<file path="src/rtl/bottling_sequencer.sv">
// bottling_sequencer: run controller for the bottling line.
// Latches settings, times pill pulses and sequences bottle changes.
module bottling_sequencer #(
  parameter int TICK_DIV     = 25000000,
  parameter int BOTTLE_DELAY = 50000000
) (
  input  logic       clk,
  input  logic       reset_n,
  input  logic       start,
  input  logic       pause,
  input  logic       stop,
  input  logic [7:0] bottle_setting,
  input  logic [7:0] pill_setting,
  input  logic       finished,
  input  logic [7:0] pill,
  output logic [7:0] bottle_setting_q,
  output logic [7:0] pill_setting_q,
  output logic       counter_en,
  output logic       pill_pulse,
  output logic       counter_clr,
  output logic       hopper_open,
  output logic       conveyor,
  output logic [2:0] state,
  output logic       error
);

  localparam int TW = $clog2(TICK_DIV);
  localparam int DW =
    (BOTTLE_DELAY > 1) ? $clog2(BOTTLE_DELAY) : 1;
  localparam logic [TW-1:0] TICK_LAST = TW'(TICK_DIV - 1);
  localparam logic [DW-1:0] DLY_LAST  = DW'(BOTTLE_DELAY - 1);

  typedef enum logic [2:0] {
    IDLE   = 3'd0,
    RUN    = 3'd1,
    CHANGE = 3'd2,
    PAUSED = 3'd3,
    DONE   = 3'd4,
    ERROR  = 3'd5
  } state_t;

  state_t        cur;
  state_t        nxt;
  logic [TW-1:0] tick;
  logic [TW-1:0] tick_n;
  logic [DW-1:0] delay;
  logic [DW-1:0] delay_n;
  logic          pend;
  logic          pend_n;
  logic          clr_n;
  logic [7:0]    bq_n;
  logic [7:0]    pq_n;
  logic          set_ok;

  function automatic logic bcd_ok(input logic [7:0] v);
    return (v[7:4] <= 4'd9) && (v[3:0] <= 4'd9) &&
           (v != 8'h00);
  endfunction

  assign set_ok = bcd_ok(bottle_setting) &&
                  bcd_ok(pill_setting);

  // pend marks a pulse whose counter result is not yet judged
  always_comb begin
    nxt     = cur;
    tick_n  = tick;
    delay_n = delay;
    pend_n  = pend;
    clr_n   = 1'b0;
    bq_n    = bottle_setting_q;
    pq_n    = pill_setting_q;
    if (stop && cur != IDLE) begin
      nxt     = IDLE;
      tick_n  = '0;
      delay_n = '0;
      pend_n  = 1'b0;
      clr_n   = 1'b1;
    end else begin
      unique case (cur)
        IDLE, DONE, ERROR: begin
          if (start) begin
            if (set_ok) begin
              nxt    = RUN;
              bq_n   = bottle_setting;
              pq_n   = pill_setting;
              clr_n  = 1'b1;
              tick_n = '0;
              pend_n = 1'b0;
            end else begin
              nxt = ERROR;
            end
          end
        end
        RUN: begin
          if (tick == TICK_LAST) begin
            tick_n = '0;
            pend_n = 1'b1;
          end else begin
            tick_n = tick + TW'(1);
          end
          if (pause) begin
            nxt = PAUSED;
          end else if (pend) begin
            pend_n = 1'b0;
            if (finished) begin
              nxt = DONE;
            end else if (pill == 8'h00) begin
              nxt     = CHANGE;
              delay_n = '0;
            end
          end
        end
        CHANGE: begin
          if (delay == DLY_LAST) begin
            nxt     = RUN;
            tick_n  = '0;
            delay_n = '0;
          end else begin
            delay_n = delay + DW'(1);
          end
        end
        PAUSED: begin
          if (pause) begin
            nxt    = RUN;
            pend_n = 1'b0;
            if (pend) begin
              if (finished) begin
                nxt = DONE;
              end else if (pill == 8'h00) begin
                nxt     = CHANGE;
                delay_n = '0;
              end
            end
          end
        end
        default: nxt = IDLE;
      endcase
    end
  end

  always_ff @(posedge clk or negedge reset_n) begin
    if (!reset_n) begin
      cur              <= IDLE;
      tick             <= '0;
      delay            <= '0;
      pend             <= 1'b0;
      bottle_setting_q <= 8'h00;
      pill_setting_q   <= 8'h00;
      counter_en       <= 1'b0;
      pill_pulse       <= 1'b0;
      counter_clr      <= 1'b0;
      hopper_open      <= 1'b0;
      conveyor         <= 1'b0;
      error            <= 1'b0;
    end else begin
      cur              <= nxt;
      tick             <= tick_n;
      delay            <= delay_n;
      pend             <= pend_n;
      bottle_setting_q <= bq_n;
      pill_setting_q   <= pq_n;
      counter_en       <= (nxt == RUN) || (nxt == CHANGE) ||
                          (nxt == PAUSED) || (nxt == DONE);
      pill_pulse       <= (nxt == RUN) &&
                          (tick_n == TICK_LAST);
      counter_clr      <= clr_n;
      hopper_open      <= (nxt == RUN);
      conveyor         <= (nxt == CHANGE);
      error            <= (nxt == ERROR);
    end
  end

  assign state = cur;

endmodule

</file>
<file path="config.mk">
export PLATFORM = sky130hd
export DESIGN_NAME = bottling_sequencer
export DESIGN_NICKNAME = d
export VERILOG_FILES = /design/src/rtl/bottling_sequencer.sv
export SDC_FILE = /design/constraint.sdc
export NUM_CORES = 1
export LEC_CHECK = 0
export ABC_AREA = 1
export CORE_ASPECT_RATIO = 0.75
export CORE_MARGIN = 2
export CORE_UTILIZATION = 57
export CTS_CLUSTER_SIZE = 28
export DETAILED_ROUTE_END_ITERATION = 7
export PLACE_DENSITY_LB_ADDON = 0.05
export SYNTH_ARGS = -nofsm -noshare
export SYNTH_HDL_FRONTEND = slang
export SYNTH_SLANG_ARGS = --single-unit
</file>
<file path="constraint.sdc">
create_clock -name clk -period 2.65 [get_ports clk]
set_input_delay 0.3975 -clock clk [delete_from_list [all_inputs] [get_ports clk]]
set_output_delay 0.3975 -clock clk [all_outputs]
set_load 0.01 [all_outputs]
</file>
# Yosys cells after proc, flatten, opt, wreduce, memory -nomap -nowiden
# Cells that the tools add are included.
[op_classes]
addsub = 2
order_cmp = 4
reduce_logical = 21
n_eq_ne = 17
bitwise_logic = 1
n_mux = 39
[op_table]
columns = ["cell", "n"]
rows = [
  ["$mux 26", 7],
  ["$mux 25", 5],
  ["$pmux 26 s3", 1],
  ["$pmux 25 s3", 1],
  ["$eq 25x25->1 const B", 2],
  ["$mux 3", 11],
  ["$add 26x1->26 const B", 1],
  ["$eq 26x26->1 const B", 1],
  ["$add 25x1->25 const B", 1],
  ["$le 4x4->1 const B", 4],
  ["$reduce_bool 8->1", 2],
  ["$eq 3x2->1 const B", 4],
  ["$eq 3x3->1 const B", 4],
  ["$ne 3x3->1 const B", 4],
  ["$pmux 3 s4", 1],
  ["$mux 1", 11],
  ["$logic_not 8->1", 1],
  ["$reduce_and 4->1", 2],
  ["$reduce_bool 4->1", 2],
  ["$logic_and 1x1->1", 7],
  ["$eq 3x1->1 const B", 2],
  ["$logic_not 3->1", 1],
  ["$logic_or 1x1->1", 3],
  ["$pmux 1 s3", 1],
  ["5 further kinds", 5],
]
[totals]
regBits = 77
in_bits = 30

# Longest topological paths before layout
[logic_depth]
ltp_word = 12
depth_mapped = 17
mapped_depth_nobuf = 16

# Least setup slack after synthesis
# No wires, ideal clock.
[synth_path]
kind = "reg-to-reg"
startpoint = "register cur[2], in the netlist state[2]"
endpoint = "register delay[11]"
path_stages_with_launch = 12
arrival_ns = 1.797
required_time_ns = 2.521
setup_slack_ns = 0.725
setup_time_ns = 0.129
path_cell_list = "dfrtp_1 inv_2 nand2_1 nor2_2 inv_2 nand2_1 a21oi_1 nor3_2 buf_2 nand3_1 o22ai_1 a21oi_1"
[synth_via]
elab_chain_len = 4
word_cells_on_any_way = 11
cone_classes = "eq/ne: 5; mux: 2; reduce/logical: 4"
[synth_lines]
columns = ["item", "line", "text"]
rows = [
  ["from (decl)", "42", "state_t cur;"],
  ["from (signal assigned)", "156", "cur <= nxt;"],
  ["$reduce_bool 3->1", "72", "if (stop && cur != IDLE) begin"],
  ["$logic_and 1x1->1", "72", ""],
  ["$ne 3x3->1 (no source line) / $reduce_bool 4->1 (equally long branches)", "n/a", ""],
  ["$reduce_and 3->1 (no source line)", "n/a", ""],
  ["to (signal assigned)", "158", "delay <= delay_n;"],
  ["to (decl)", "46", "logic [DW-1:0] delay;"],
]
# Several ways; a longest one is shown, not always the timed one.
# A chain may end at the register's enable or synchronous reset.

# Worst setup path in the final report
[layout_path]
startpoint = "register tick[3]"
endpoint = "register pill_pulse"
[layout_via]
elab_chain_len = 6
word_cells_on_any_way = 10
cone_classes = "add/sub: 1; eq/ne: 2; mux: 6; reduce/logical: 1"
[layout_lines]
columns = ["item", "line", "text"]
rows = [
  ["from (decl)", "44", "logic [TW-1:0] tick;"],
  ["from (signal assigned)", "157", "tick <= tick_n;"],
  ["$add 25x1->25, or another cell as far along", "99", "tick_n = tick + TW'(1);"],
  ["$mux 25, on equally long branches", "95, 81", ""],
  ["$pmux 25 s3 (*)", "79", "unique case (cur)"],
  ["$mux 25 (*)", "72", ""],
  ["$eq 25x25->1 (*)", "165", "(tick_n == TICK_LAST);"],
  ["$logic_and 1x1->1 (*)", "164", "pill_pulse <= (nxt == RUN) &&"],
  ["to (signal assigned)", "164", ""],
  ["to (decl)", "19", "output logic pill_pulse,"],
]
# Every way passes the cells marked *; elsewhere a longest branch is shown, timed or not.

==> impl_metrics.env <==
export IMPL_post_cts_buffers=0
export IMPL_fin_setup_tns_ns=0
export IMPL_synth_top_cells_by_area="dfrtp_1 39%, nand2_1 13%, nor2_1 8.6%"
export IMPL_status="complete, no violations"
export IMPL_p_int_uw=3146
export IMPL_synth_most_common_cell="nand2_1"
export IMPL_cts_max_path_buffers=2
export IMPL_clock_root_buffer="clkbuf_16"
export IMPL_ys_async_sr_fraction=1.000
export IMPL_cp_end_kind="register"
export IMPL_hpwl_mm=10.08
export IMPL_clkPwrFrac=0.258
export IMPL_pwr_share_seq=0.313
export IMPL_cts_resized=0
export IMPL_cts_buffers=9
export IMPL_drive_gt1_frac=0.1004
export IMPL_dpl_instance_area_um2=5674
export IMPL_synth_top_area_share=0.3878
export IMPL_gp_congestion=1.015
export IMPL_initial_utilization=0.5877
export IMPL_routedWlPerCell_um=15.27
export IMPL_grt_max_degree=78
export IMPL_synth_area_um2=4969
export IMPL_crit_required_ns=2.92
export IMPL_p_per_area_nw_per_um2=865.9
export IMPL_p_comb_frac=0.429
export IMPL_clock_skew_ns=0.006803
export IMPL_clock_latency_ns=0.34
export IMPL_period_minus_slack_ns=2.465
export IMPL_cts_tree="yes"
export IMPL_clk_pin_slew_ns=0.06
export IMPL_regToRegStartpoint="tick[3]"
export IMPL_design_area_um2=6001
export IMPL_slew_violations=0
export IMPL_setup_viol=0
export IMPL_syn2layout_area_growth_pct=20.78
export IMPL_post_route_drc_count=0
export IMPL_hold_class="in2async"
export IMPL_via_count=5030
export IMPL_ys_seq_elements=77
export IMPL_ant_nets=0
export IMPL_drtPass1Iterations=5
export IMPL_r2r_end="pill_pulse"
export IMPL_fp_dieH_um=84.86
export IMPL_syn_inst=709
export IMPL_cts_hold_buf=0
export IMPL_seqCellArea_um2=1927
export IMPL_cts_max_level=3
export IMPL_p_sw_uw=2051
export IMPL_cp_max_fo=6
export IMPL_maxCapViolCount=0
export IMPL_worst_slew_pin_slew_ns=0.9564
export IMPL_fill_cells=666
export IMPL_grt_use_total=0.2991
export IMPL_grt_pass1_vias=4642
export IMPL_vdd_ir_drop_max_v=0.0006666
export IMPL_wl_mm=13.51
export IMPL_drt_iter0_markers=531
export IMPL_via_per_inst=5.684
export IMPL_die_area_um2=9487
export IMPL_ys_warnings_count=0
export IMPL_netlist_top_cells_count="167 x nand2_1, 114 x nor2_1, 77 x dfrtp_1, 76 x inv_1, 53 x nand3_1"
export IMPL_grt_setup_unrepaired="false"
export IMPL_whs_ns=0.2060
export IMPL_syn_num_nets=741
export IMPL_antenna_found_initial=0
export IMPL_finalHoldViolations=0
export IMPL_std_cell_rows=29
export IMPL_ys_seq_area_frac=0.3878
export IMPL_final_setup_worst_slack_ns=0.1846
export IMPL_max_freq_ghz=0.4056
export IMPL_synthDistinctLibCells=45
export IMPL_r2r_slack_ns=0.18
export IMPL_cts_sinks=77
export IMPL_relSlewSlack=0.3624
export IMPL_sw_frac_of_total=0.3946
export IMPL_fin_crit_sh=0.9304
export IMPL_multiInputGateArea_um2=2638
export IMPL_crit_path_start_kind="register"
export IMPL_core_area_um2=8454
export IMPL_num_nets_final=804
export IMPL_syn_area_per_cell_um2=7.008
export IMPL_die_w_um=111.8
export IMPL_reg2regPathDepth=14
export IMPL_place_ws_ns=0.1499
export IMPL_yosysTopAreaCell="dfrtp_1"
export IMPL_critPathArrivalTime_ns=2.74
export IMPL_leakage_uw=0.002624
export IMPL_pin_count=55
export IMPL_synth_edf_count=0
export IMPL_grt_ovfl_total=0
export IMPL_ys_flop_type="dfrtp_1"
export IMPL_io_buffer_count=54
export IMPL_antenna_cells=0
export IMPL_crit_type="reg2reg"
export IMPL_grt_pass1_wl_mm=22.65
## flip-flops by register name, summed over array words and instances, names as in the netlist
| register | flops |
|---|---|
| delay | 26 |
| tick | 25 |
| bottle_setting_q | 8 |
| pill_setting_q | 8 |
| state | 3 |
| conveyor | 1 |
| counter_clr | 1 |
| counter_en | 1 |
| error | 1 |
| hopper_open | 1 |
| pend | 1 |
| pill_pulse | 1 |
## per-layer routing
metal / GRT usage / up-vias / routed length (um) / share of wire
met3: 0.08286 / 22 / 1471 / 0.11
li1: - / 2450 / - / -
met1: 0.4593 / 2301 / 6490 / 0.48
met5: 0 / - / 0 / 0
met4: 0.09203 / 0 / 177 / 0.013
met2: 0.4099 / 257 / 5371 / 0.40
## worst max-delay path, cell delays in order (launching register included)
cell and delay [ns]:
dfrtp_1 0.45, nand2_1 0.09, nor2_1 0.29, nand2_1 0.21, nor2_2 0.21, nand2_1 0.14, o21ai_0 0.17, nand3_1 0.10
nand2_1 0.09, nand2_1 0.06, nor2_1 0.23, nand2_1 0.10, nor2_1 0.09, nand3_1 0.07, nor2_1 0.09
## metrics by stage
stage	instances	util	total power [uW]
after global placement	869	0.6712	3791
after floorplan	709	-	2975
final	885	0.7098	5196
after detailed placement	869	0.6712	3837
after CTS	885	0.7098	5194
after global routing	885	0.7098	5534
## power groups by stage
stage	Combinational, uW	Sequential (uW)	Clock [uW]
final	2230	1630	1340
after global routing	2470	1650	1410
after CTS	2210	1620	1360
after detailed placement	2200	1640	0
after global placement	2170	1620	0
after floorplan	1310	1670	0
## how the worst max path moves through the flow
stage / cells past startpoint / to / startpoint / slack [ns]
5_1_grt: 10 / delay[5] / state[2] / 0.06
4_1_cts: 10 / delay[11] / state[2] / 0.32
3_5_place_dp: 14 / pill_pulse / bottle_setting[1] / 0.15
2_1_floorplan: 11 / delay[11] / state[2] / 0.72
6_report: 14 / pill_pulse / tick[3] / 0.18
3_3_place_gp: 14 / pill_pulse / bottle_setting[1] / 0.21
## cells by family after synthesis
| logic type | after synthesis | synth area share |
|---|---|---|
| simple gates | 409 | 0.3657 |
| compound gates | 97 | 0.1146 |
| buf+inv | 102 | 0.08260 |
| mux | 11 | 0.02493 |
| fa+ha+maj | 2 | 0.005036 |
| xor+xnor | 11 | 0.01939 |
| flops | 77 | 0.3878 |
## final cells by class
type                    instances  area share
clock buffers                  11     0.04045
clock inverters                 5     0.01397
inverters                      87     0.05442
multi-input cells             530      0.4395
flip-flops and latches         77      0.3211
well taps                     108     0.02252
repair buffers                 67      0.1080
## cell usage in the layout, fill, tap and decap left out, drive strengths merged, types with 3 or more instances in the layout
master	Yosys	routed
nor3b	4	4
o21a	4	4
clkdlybuf4s50	0	53
o21ai	31	31
inv	86	86
nand2	172	172
nor4	5	5
o211ai	9	9
dfrtp	77	77
nand4	20	20
a21oi	37	37
nor3	22	22
a31oi	3	3
nand3	54	54
buf	12	14
mux2	11	11
xor2	9	9
clkbuf	3	11
nand3b	3	3
nor2	127	127
Power figures use the tool's default switching activity.
